### src/rtl/lc3b_types.sv
// Shared LC-3b cache types: controller state encoding, geometry constants and mux selects.
package lc3b_types;

    localparam int unsigned CACHE_SETS    = 8;
    localparam int unsigned CACHE_INDEX_W = 3;

    typedef enum logic [1:0] {
        IDLE,
        WRITEBACK,
        FILL
    } cache_state_t;

    localparam logic DATA_SEL_PMEM   = 1'b0;
    localparam logic DATA_SEL_CPU    = 1'b1;
    localparam logic ADDR_SEL_CPU    = 1'b0;
    localparam logic ADDR_SEL_VICTIM = 1'b1;
    localparam logic WAY_ONE         = 1'b0;
    localparam logic WAY_TWO         = 1'b1;

endpackage

### src/rtl/cache_lru_array.sv
// Per-set LRU bit storage: one write port, combinational read, async active-low reset.
module cache_lru_array
    import lc3b_types::*;
#(
    parameter int unsigned NUM_SETS = CACHE_SETS,
    parameter int unsigned INDEX_W  = CACHE_INDEX_W
) (
    input  logic               clk,
    input  logic               rst_n,
    input  logic               we_i,
    input  logic [INDEX_W-1:0] idx_i,
    input  logic               bit_i,
    output logic               bit_o
);

    logic [NUM_SETS-1:0] lru_q;

    always_ff @(posedge clk or negedge rst_n) begin
        if (!rst_n) begin
            lru_q <= '0;
        end else if (we_i) begin
            lru_q[idx_i] <= bit_i;
        end
    end

    assign bit_o = lru_q[idx_i];

endmodule

### src/rtl/cache_control.sv
// 2-way set-associative cache sequencer: hit service, writeback/fill, LRU victim choice.
// Optional hit/miss counters are enabled with `define CACHE_CTRL_STATS_EN.
module cache_control
    import lc3b_types::*;
#(
    parameter int unsigned NUM_SETS = CACHE_SETS,
    parameter int unsigned INDEX_W  = CACHE_INDEX_W
) (
    input  logic               clk,
    input  logic               rst_n,
    input  logic               mem_read,
    input  logic               mem_write,
    output logic               mem_resp,
    input  logic [INDEX_W-1:0] index,
    input  logic               way_one_hit,
    input  logic               way_two_hit,
    input  logic               way_one_valid,
    input  logic               way_two_valid,
    input  logic               way_one_dirty,
    input  logic               way_two_dirty,
    output logic               load_way_one,
    output logic               load_way_two,
    output logic               dirty_in,
    output logic               data_sel,
    output logic               pmem_addr_sel,
    output logic               victim_way,
    output logic               pmem_read,
    output logic               pmem_write,
    input  logic               pmem_resp
`ifdef CACHE_CTRL_STATS_EN
    ,
    output logic [15:0]        hit_count,
    output logic [15:0]        miss_count
`endif
);

    cache_state_t state_q, state_d;
    logic         victim_q, victim_d;
    logic         lru_bit, lru_we, lru_wdata;
    logic         req, hit, victim_sel, victim_wb;

    cache_lru_array #(
        .NUM_SETS (NUM_SETS),
        .INDEX_W  (INDEX_W)
    ) u_lru (
        .clk   (clk),
        .rst_n (rst_n),
        .we_i  (lru_we),
        .idx_i (index),
        .bit_i (lru_wdata),
        .bit_o (lru_bit)
    );

    assign req = mem_read | mem_write;
    assign hit = way_one_hit | way_two_hit;

    // Invalid ways are always preferred over the LRU choice.
    always_comb begin
        victim_sel = lru_bit;
        if (!way_one_valid) begin
            victim_sel = WAY_ONE;
        end else if (!way_two_valid) begin
            victim_sel = WAY_TWO;
        end
        victim_wb = (victim_sel == WAY_TWO) ? (way_two_valid & way_two_dirty)
                                            : (way_one_valid & way_one_dirty);
    end

    always_ff @(posedge clk or negedge rst_n) begin
        if (!rst_n) begin
            state_q  <= IDLE;
            victim_q <= WAY_ONE;
        end else begin
            state_q  <= state_d;
            victim_q <= victim_d;
        end
    end

    always_comb begin
        state_d       = state_q;
        victim_d      = victim_q;
        mem_resp      = 1'b0;
        load_way_one  = 1'b0;
        load_way_two  = 1'b0;
        dirty_in      = 1'b0;
        data_sel      = DATA_SEL_PMEM;
        pmem_addr_sel = ADDR_SEL_CPU;
        victim_way    = WAY_ONE;
        pmem_read     = 1'b0;
        pmem_write    = 1'b0;
        lru_we        = 1'b0;
        lru_wdata     = WAY_ONE;
        unique case (state_q)
            IDLE: begin
                if (req && hit) begin
                    mem_resp  = 1'b1;
                    lru_we    = 1'b1;
                    lru_wdata = way_one_hit ? WAY_TWO : WAY_ONE;
                    if (mem_write) begin
                        load_way_one = way_one_hit;
                        load_way_two = !way_one_hit;
                        data_sel     = DATA_SEL_CPU;
                        dirty_in     = 1'b1;
                    end
                end else if (req) begin
                    victim_d = victim_sel;
                    state_d  = victim_wb ? WRITEBACK : FILL;
                end
            end
            WRITEBACK: begin
                pmem_write    = 1'b1;
                pmem_addr_sel = ADDR_SEL_VICTIM;
                victim_way    = victim_q;
                if (pmem_resp) begin
                    state_d = FILL;
                end
            end
            FILL: begin
                pmem_read     = 1'b1;
                pmem_addr_sel = ADDR_SEL_CPU;
                victim_way    = victim_q;
                if (pmem_resp) begin
                    load_way_one = (victim_q == WAY_ONE);
                    load_way_two = (victim_q == WAY_TWO);
                    data_sel     = DATA_SEL_PMEM;
                    dirty_in     = 1'b0;
                    state_d      = IDLE;
                end
            end
            default: begin
                state_d = IDLE;
            end
        endcase
    end

`ifdef CACHE_CTRL_STATS_EN
    logic [15:0] hit_count_q, miss_count_q;
    logic        missed_q;

    // missed_q marks a request that left IDLE so its final re-lookup is not a hit.
    always_ff @(posedge clk or negedge rst_n) begin
        if (!rst_n) begin
            hit_count_q  <= '0;
            miss_count_q <= '0;
            missed_q     <= 1'b0;
        end else begin
            if (state_q == IDLE && state_d != IDLE) begin
                miss_count_q <= miss_count_q + 16'd1;
                missed_q     <= 1'b1;
            end
            if (mem_resp) begin
                missed_q <= 1'b0;
                if (!missed_q) begin
                    hit_count_q <= hit_count_q + 16'd1;
                end
            end
        end
    end

    assign hit_count  = hit_count_q;
    assign miss_count = miss_count_q;
`endif

endmodule

### config.mk
export PLATFORM = sky130hd
export DESIGN_NAME = cache_control
export DESIGN_NICKNAME = d
export VERILOG_FILES = /design/src/rtl/lc3b_types.sv /design/src/rtl/cache_lru_array.sv /design/src/rtl/cache_control.sv
export SDC_FILE = /design/constraint.sdc
export NUM_CORES = 1
export LEC_CHECK = 0
export CAP_MARGIN = 20
export CORE_MARGIN = 2
export CORE_UTILIZATION = 45
export DETAILED_ROUTE_END_ITERATION = 12
export PLACE_DENSITY_LB_ADDON = 0.15
export RECOVER_POWER = 25
export SLEW_MARGIN = 5
export SYNTH_ARGS = -nofsm -noshare
export SYNTH_HDL_FRONTEND = slang
export SYNTH_SLANG_ARGS = --single-unit
### constraint.sdc
create_clock -name clk -period 1.8 [get_ports clk]
set_input_delay 0.18 -clock clk [delete_from_list [all_inputs] [get_ports clk]]
set_output_delay 0.18 -clock clk [all_outputs]
set_load 0.1 [all_outputs]
Word-level counts from Yosys, hierarchy flattened
Cells that the tools add are included.
- flip-flop bits (word level): 11
- latch bits: 0
- RAM bits: 0
- ROM bits: 0
- logic and storage cells: 57
- memories: 0
- add/sub/neg operators: 0
- multiply operators: 0
- div/mod/pow operators: 0
- magnitude comparators: 2
- equal/unequal tests: 6
- shift-type cells: 0
- mux-type cells: 33
- bitwise gates (word level): 6
- reductions and logical operators: 7
- operators with widths (operator ; number):
    $mux 1 ; 22
    $mux 2 ; 5
    $bwmux 8 ; 1
    $ne 2x2->1 const B ; 4
    $pmux 2 s3 ; 1
    $lt 3x4->1 const B ; 1
    $pmux 1 s2 ; 2
    $reduce_and 4->1 ; 1
    $bmux 1 s3 ; 1
    $demux 1 s3 ; 1
    $ge 3x1->1 const B ; 1
    $reduce_and 3->1 ; 1
    $and 1x1->1 ; 2
    $eq 2x1->1 const B ; 1
    $eq 2x2->1 const B ; 1
    $logic_and 1x1->1 ; 2
    $logic_not 2->1 ; 1
    $not 1->1 ; 2
    $or 1x1->1 ; 2
    $reduce_or 2->1 ; 1
    $logic_not 1->1 ; 1

Depth between registers and ports, before layout
- depth after elaboration: 9
- gate-level depth with buffers: 6
- gate-level depth less buffers: 6

Cells and area by module
A second synthesis with hierarchy kept.
- cells, all modules: 70
- area total of the unflattened synthesis: 774.5 µm²
- modules (own cells, without submodules) (module ; instances ; cells each ; area an instance (µm²) ; seq. area each (µm²)):
    cache_lru_array ; 1 ; 30 ; 450.4 ; 200.2
    cache_control ; 1 ; 40 ; 324.1 ; 75.1

Least setup slack after synthesis
No wires, ideal clock.
- path kind: register -> output
- start point: register state_q[0]
- end point: output load_way_one
- data arrival time: 3.576 ns
- data required time: 1.620 ns
- path slack: -1.956 ns
- stages on the path, launching flop included: 5
- path buffers: 0
- path through: dfrtp_1 -> inv_1 -> ha_1 -> nand2_1 -> o21ai_0
- longest elaborated chain between the ends: 2
- elaborated cells on any way between the ends: 3
- those cells by class: eq/ne: 1; mux: 1; reduce/logical: 1
- RTL lines (element ; line ; source):
    start: declaration ; cache_control.sv:37 ; cache_state_t state_q, state_d;
    start signal: assignment ; cache_control.sv:74 ; state_q <= state_d;
    $eq 2x2->1 / $logic_not 2->1 (equally long branches) ; cache_control.sv:93 ; unique case (state_q)
    $pmux 1 s2 * ; cache_control.sv:93 ;
    end: declaration ; cache_control.sv:21 ; output logic load_way_one,
Every way passes the cells marked *; elsewhere a longest branch is shown, timed or not.

Worst setup path in the final report
- start point: register state_q[1]
- end point: register u_lru.lru_q[4]
- longest elaborated chain between the ends: 3
- elaborated cells on any way between the ends: 4
- those cells by class: mux: 3; reduce/logical: 1
- RTL lines (element ; line ; source):
    $logic_not 2->1 * ; cache_control.sv:93 ;
    $mux 1 ; cache_control.sv:93 ;
    $bwmux 8 ; cache_lru_array.sv:22 ; lru_q[idx_i] <= bit_i;
    end signal: indexed assignment ; cache_lru_array.sv:22 ;
    end: declaration ; cache_lru_array.sv:16 ; logic [NUM_SETS-1:0] lru_q;
Marked as above.
A chain may end at the register's enable or synchronous reset.

==> results.txt <==
- Clock tree synthesis inserted a total of 3 buffers.
- Measured along the x axis, the die boundary spans 44.7 um.
- Global-route wire length before repair: roughly 3 mm
* Overall Power: between 1.5 and 2 mW
- For this run, the detailed router's first-pass iteration total came to 4.
- Delay of the slowest cell on the worst path: 430 ps
- The clock passes through at most 2 buffers.
* Number of H-tree branching levels: 1
- Wires add up to around 1.8 mm.
* Via density per instance: around 5.6
- The finished layout holds 120 standard cells, fillers aside.
- Data arrives at the worst endpoint at approximately 1900 ps.
- The number of slew-limit violations in the final report was 0.
* Syn avg cell area: 9.94 sq um
- # Post-CTS Setup Buffers: 0
- CTS tree: done
* Port-buffer cells: 22
- Counting distinct cell types in the post-synthesis netlist gives 28.
- In this run the count of I/O pins placed on the die edge is 23.
* Number of nets in the final layout: 122
* Flop and latch count out of synthesis: 11
- The Yosys step of the flow raised 0 warnings.
- The repair_antennas step left the layout with diodes totalling 0.
* Synthesized area: roughly 750 sq um
- For this run, the top clock speed supported by timing is between 500 and 600 MHz.
- Area Growth Syn to Fin: 65.1%
* Net count after synthesis: 92
* DRC marker count from the first detailed-route iteration: 10
- Setup violations remaining at the end of the flow were counted as 0.
- Measured against its own limit, the worst slew margin works out to just under 70%.
- Antenna Violating Nets Remaining: 0
* Final Hold Viols: 0
- The region available for standard cell placement spans around 1500 sq um.
- The signal on the critical path passes through inv_2 -> ha_4 -> o221a_4 -> nand2b_4 -> nor3b_1 -> mux2_2.
- Required time at the worst-slack endpoint: 1960 ps
- Average detailed-routed wire length per instance: around 15 um
- At the pin with the least slew margin, the transition time is roughly 480 ps.
- Worst Skew: roughly 4.2 ps
* Fillers: 98
- Pre-CTS setup slack: -210 ps
* Total die area: between 1500 and 2000 sq um
- Setup WS post-layout: approximately 90 ps
- Initial antenna violation count: 0
* Buffer cell driving the clock tree root: clkbuf_4
- The later pin in the worst-skew pair is clocked with a latency of around 280 ps.
- Power per unit of standard cell area: ~1500 nW/um^2
- Min Tclk post-route: between 1500 and 2000 ps
- Leakage power total: 0.514 nW
- Row count: 14
- Final RePlAce weighted congestion: 0.881
* Gr ovfl total: 0
* Final worst path period share: 95.0%
* Setup repair after global routing missed its margin: false
- Measured along the y axis, the die boundary spans 44.7 um.
- Overall via count from detail_route: around 670
- Clock transition time at the flip-flop clock pins of the worst setup and hold paths: 70 ps
- Fraction of final layout cells with drive strength greater than 1: 40.4%
- Remaining design rule violation count: 0
- Effective utilization at floorplan: about 49%
- For this run, the total global-route usage over all layers was measured as between 20% and 30%.
- The tree built by TritonCTS fans out to 11 sinks.
- Counting tap cells, the placed design contains a total of between 100 and 150 instances.
- Highest fanout seen on the critical path: 5
- IR analysis of the VDD net gives a maximum drop of 1.05 mV.
* Post-DP HPWL: 1.43 mm
* Worst path slowest cell: dfrtp_1
- Result of the run: completed
* Sequential fraction of the synthesis area: 36.9%
- Entering global routing, the biggest net connects 12 pins.
- Crit path kind: flop to flop
- STA classifies the critical path startpoint as a flop.
- Synthesis handed over a netlist of 75 instances.
- STA classifies the critical path endpoint as a flop.
- Path class of the lowest-slack min-delay path: primary input to async pin
* Vias in the first global route: approximately 710
- Across the run, the number of max-cap violations was 0.
-- cells in the final DEF (no fill, tap or decap), types with 3 or more instances in the layout --
cell type / count
mux2_2: 5
nor3b_1: 3
nand2_1: 4
nand3_1: 4
inv_1: 4
buf_12: 9
buf_4: 9
and2_1: 3
a21oi_1: 3
clkdlybuf4s50_1: 12
dfrtp_1: 11
clkbuf_4: 3
o21ai_0: 5
o31ai_1: 3
-- per-layer routing --
| layer | GRT usage, % | up-vias | part of all wire (%) |
|---|---|---|---|
| met5 | 0 | - | 0 |
| met4 | 11.5 | 0 | 2.6 |
| met1 | 28.8 | 312 | 47 |
| li1 | - | 330 | - |
| met2 | 33.0 | 26 | 45 |
| met3 | 7.20 | 6 | 6.2 |
-- cells in the mapped netlist, drive strengths merged --
master / count / area (sq um)
o221a: 1 / 11.3
a31o: 1 / 8.76
dfrtp: 11 / 275
o211a: 1 / 10.0
mux2i: 1 / 10.0
buf: 3 / 26.3
ha: 3 / 37.5
o22ai: 1 / 6.26
nand3: 4 / 20.0
nor3b: 5 / 37.5
o31ai: 3 / 22.5
a21oi: 3 / 15.0
o41ai: 1 / 8.76
nor3: 1 / 5.00
nand2b: 1 / 6.26
clkbuf: 3 / 11.3
nand2: 5 / 18.8
inv: 6 / 22.5
o211ai: 1 / 7.51
nor2: 1 / 3.75
and2: 3 / 18.8
mux2: 6 / 71.3
o2bb2ai: 1 / 8.76
mux4: 2 / 45.0
o21a: 1 / 7.51
o21ai: 6 / 30.0
-- final timing paths --
| check | start | end | slack (ps) | depth (start not counted) |
|---|---|---|---|---|
| max | state_q[1] | u_lru.lru_q[4] | 90 | 6 |
| max in group asynchronous | rst_n | u_lru.lru_q[4] | 1190 | 1 |
| min | rst_n | u_lru.lru_q[3] | 290 | 1 |
| min reg2reg | u_lru.lru_q[0] | u_lru.lru_q[0] | 510 | 2 |
| max reg2reg | state_q[1] | u_lru.lru_q[4] | 90 | 6 |
| min in group clk | u_lru.lru_q[0] | u_lru.lru_q[0] | 510 | 2 |
-- critical path, delay by kind of cell (launching register included) --
kind,cells,cell delay (ps)
mux,1,360
buf+inv,1,110
simple gates,2,300
compound gates,1,220
fa+ha+maj,1,170
flops,1,430
-- cell type report --
cell class	instances	area, sq um	area share (%)
clock buffer	4	26.3	2.13
inverter	6	22.5	1.83
multi-input combinational	52	509	41.4
sequential	11	275	22.4
tap	16	20.0	1.63
timing repair buffer	31	378	30.7
-- sequential cells by signal, summed over array words and instances, names as in the netlist --
register	flops
victim_q	1
state_q	2
u_lru.lru_q	8
-- where the power goes --
group | total (mW) | switching (mW) | leakage (nW) | internal, mW
logic | 1.23 | 0.709 | 0.358 | 0.518
registers | 0.430 | 0.0767 | 0.141 | 0.353
clock network | 0.173 | 0.0871 | 0.0150 | 0.0862
total | 1.83 | 0.873 | 0.514 | 0.957
-- what timing repair did --
action                     4_1_cts  5_1_grt
hold buffers                     0        0
gates resized for setup          0        1
setup endpoints to repair        0        1
-- logic make-up after synthesis --
group	Yosys count	synth area share, %
AOI/OAI and AO/OA	20	18.3
adders and majority gates	3	5.03
buffers and inverters	12	8.05
DFF	11	36.9
muxes	9	16.9
and+or+nand+nor	20	14.8
-- stage by stage --
stage	hold WS (ps)	cell area (sq um)	utilization [%]	setup TNS, ps
after global routing	351	1230	80.8	0
after CTS	233	1220	80.3	0
after floorplan	-116	837	-	-35.5
after global placement	477	1200	78.6	-390
final	290	1230	80.8	0
after detailed placement	488	1200	78.6	-561
No activity file was read; power rests on OpenSTA's default activity.
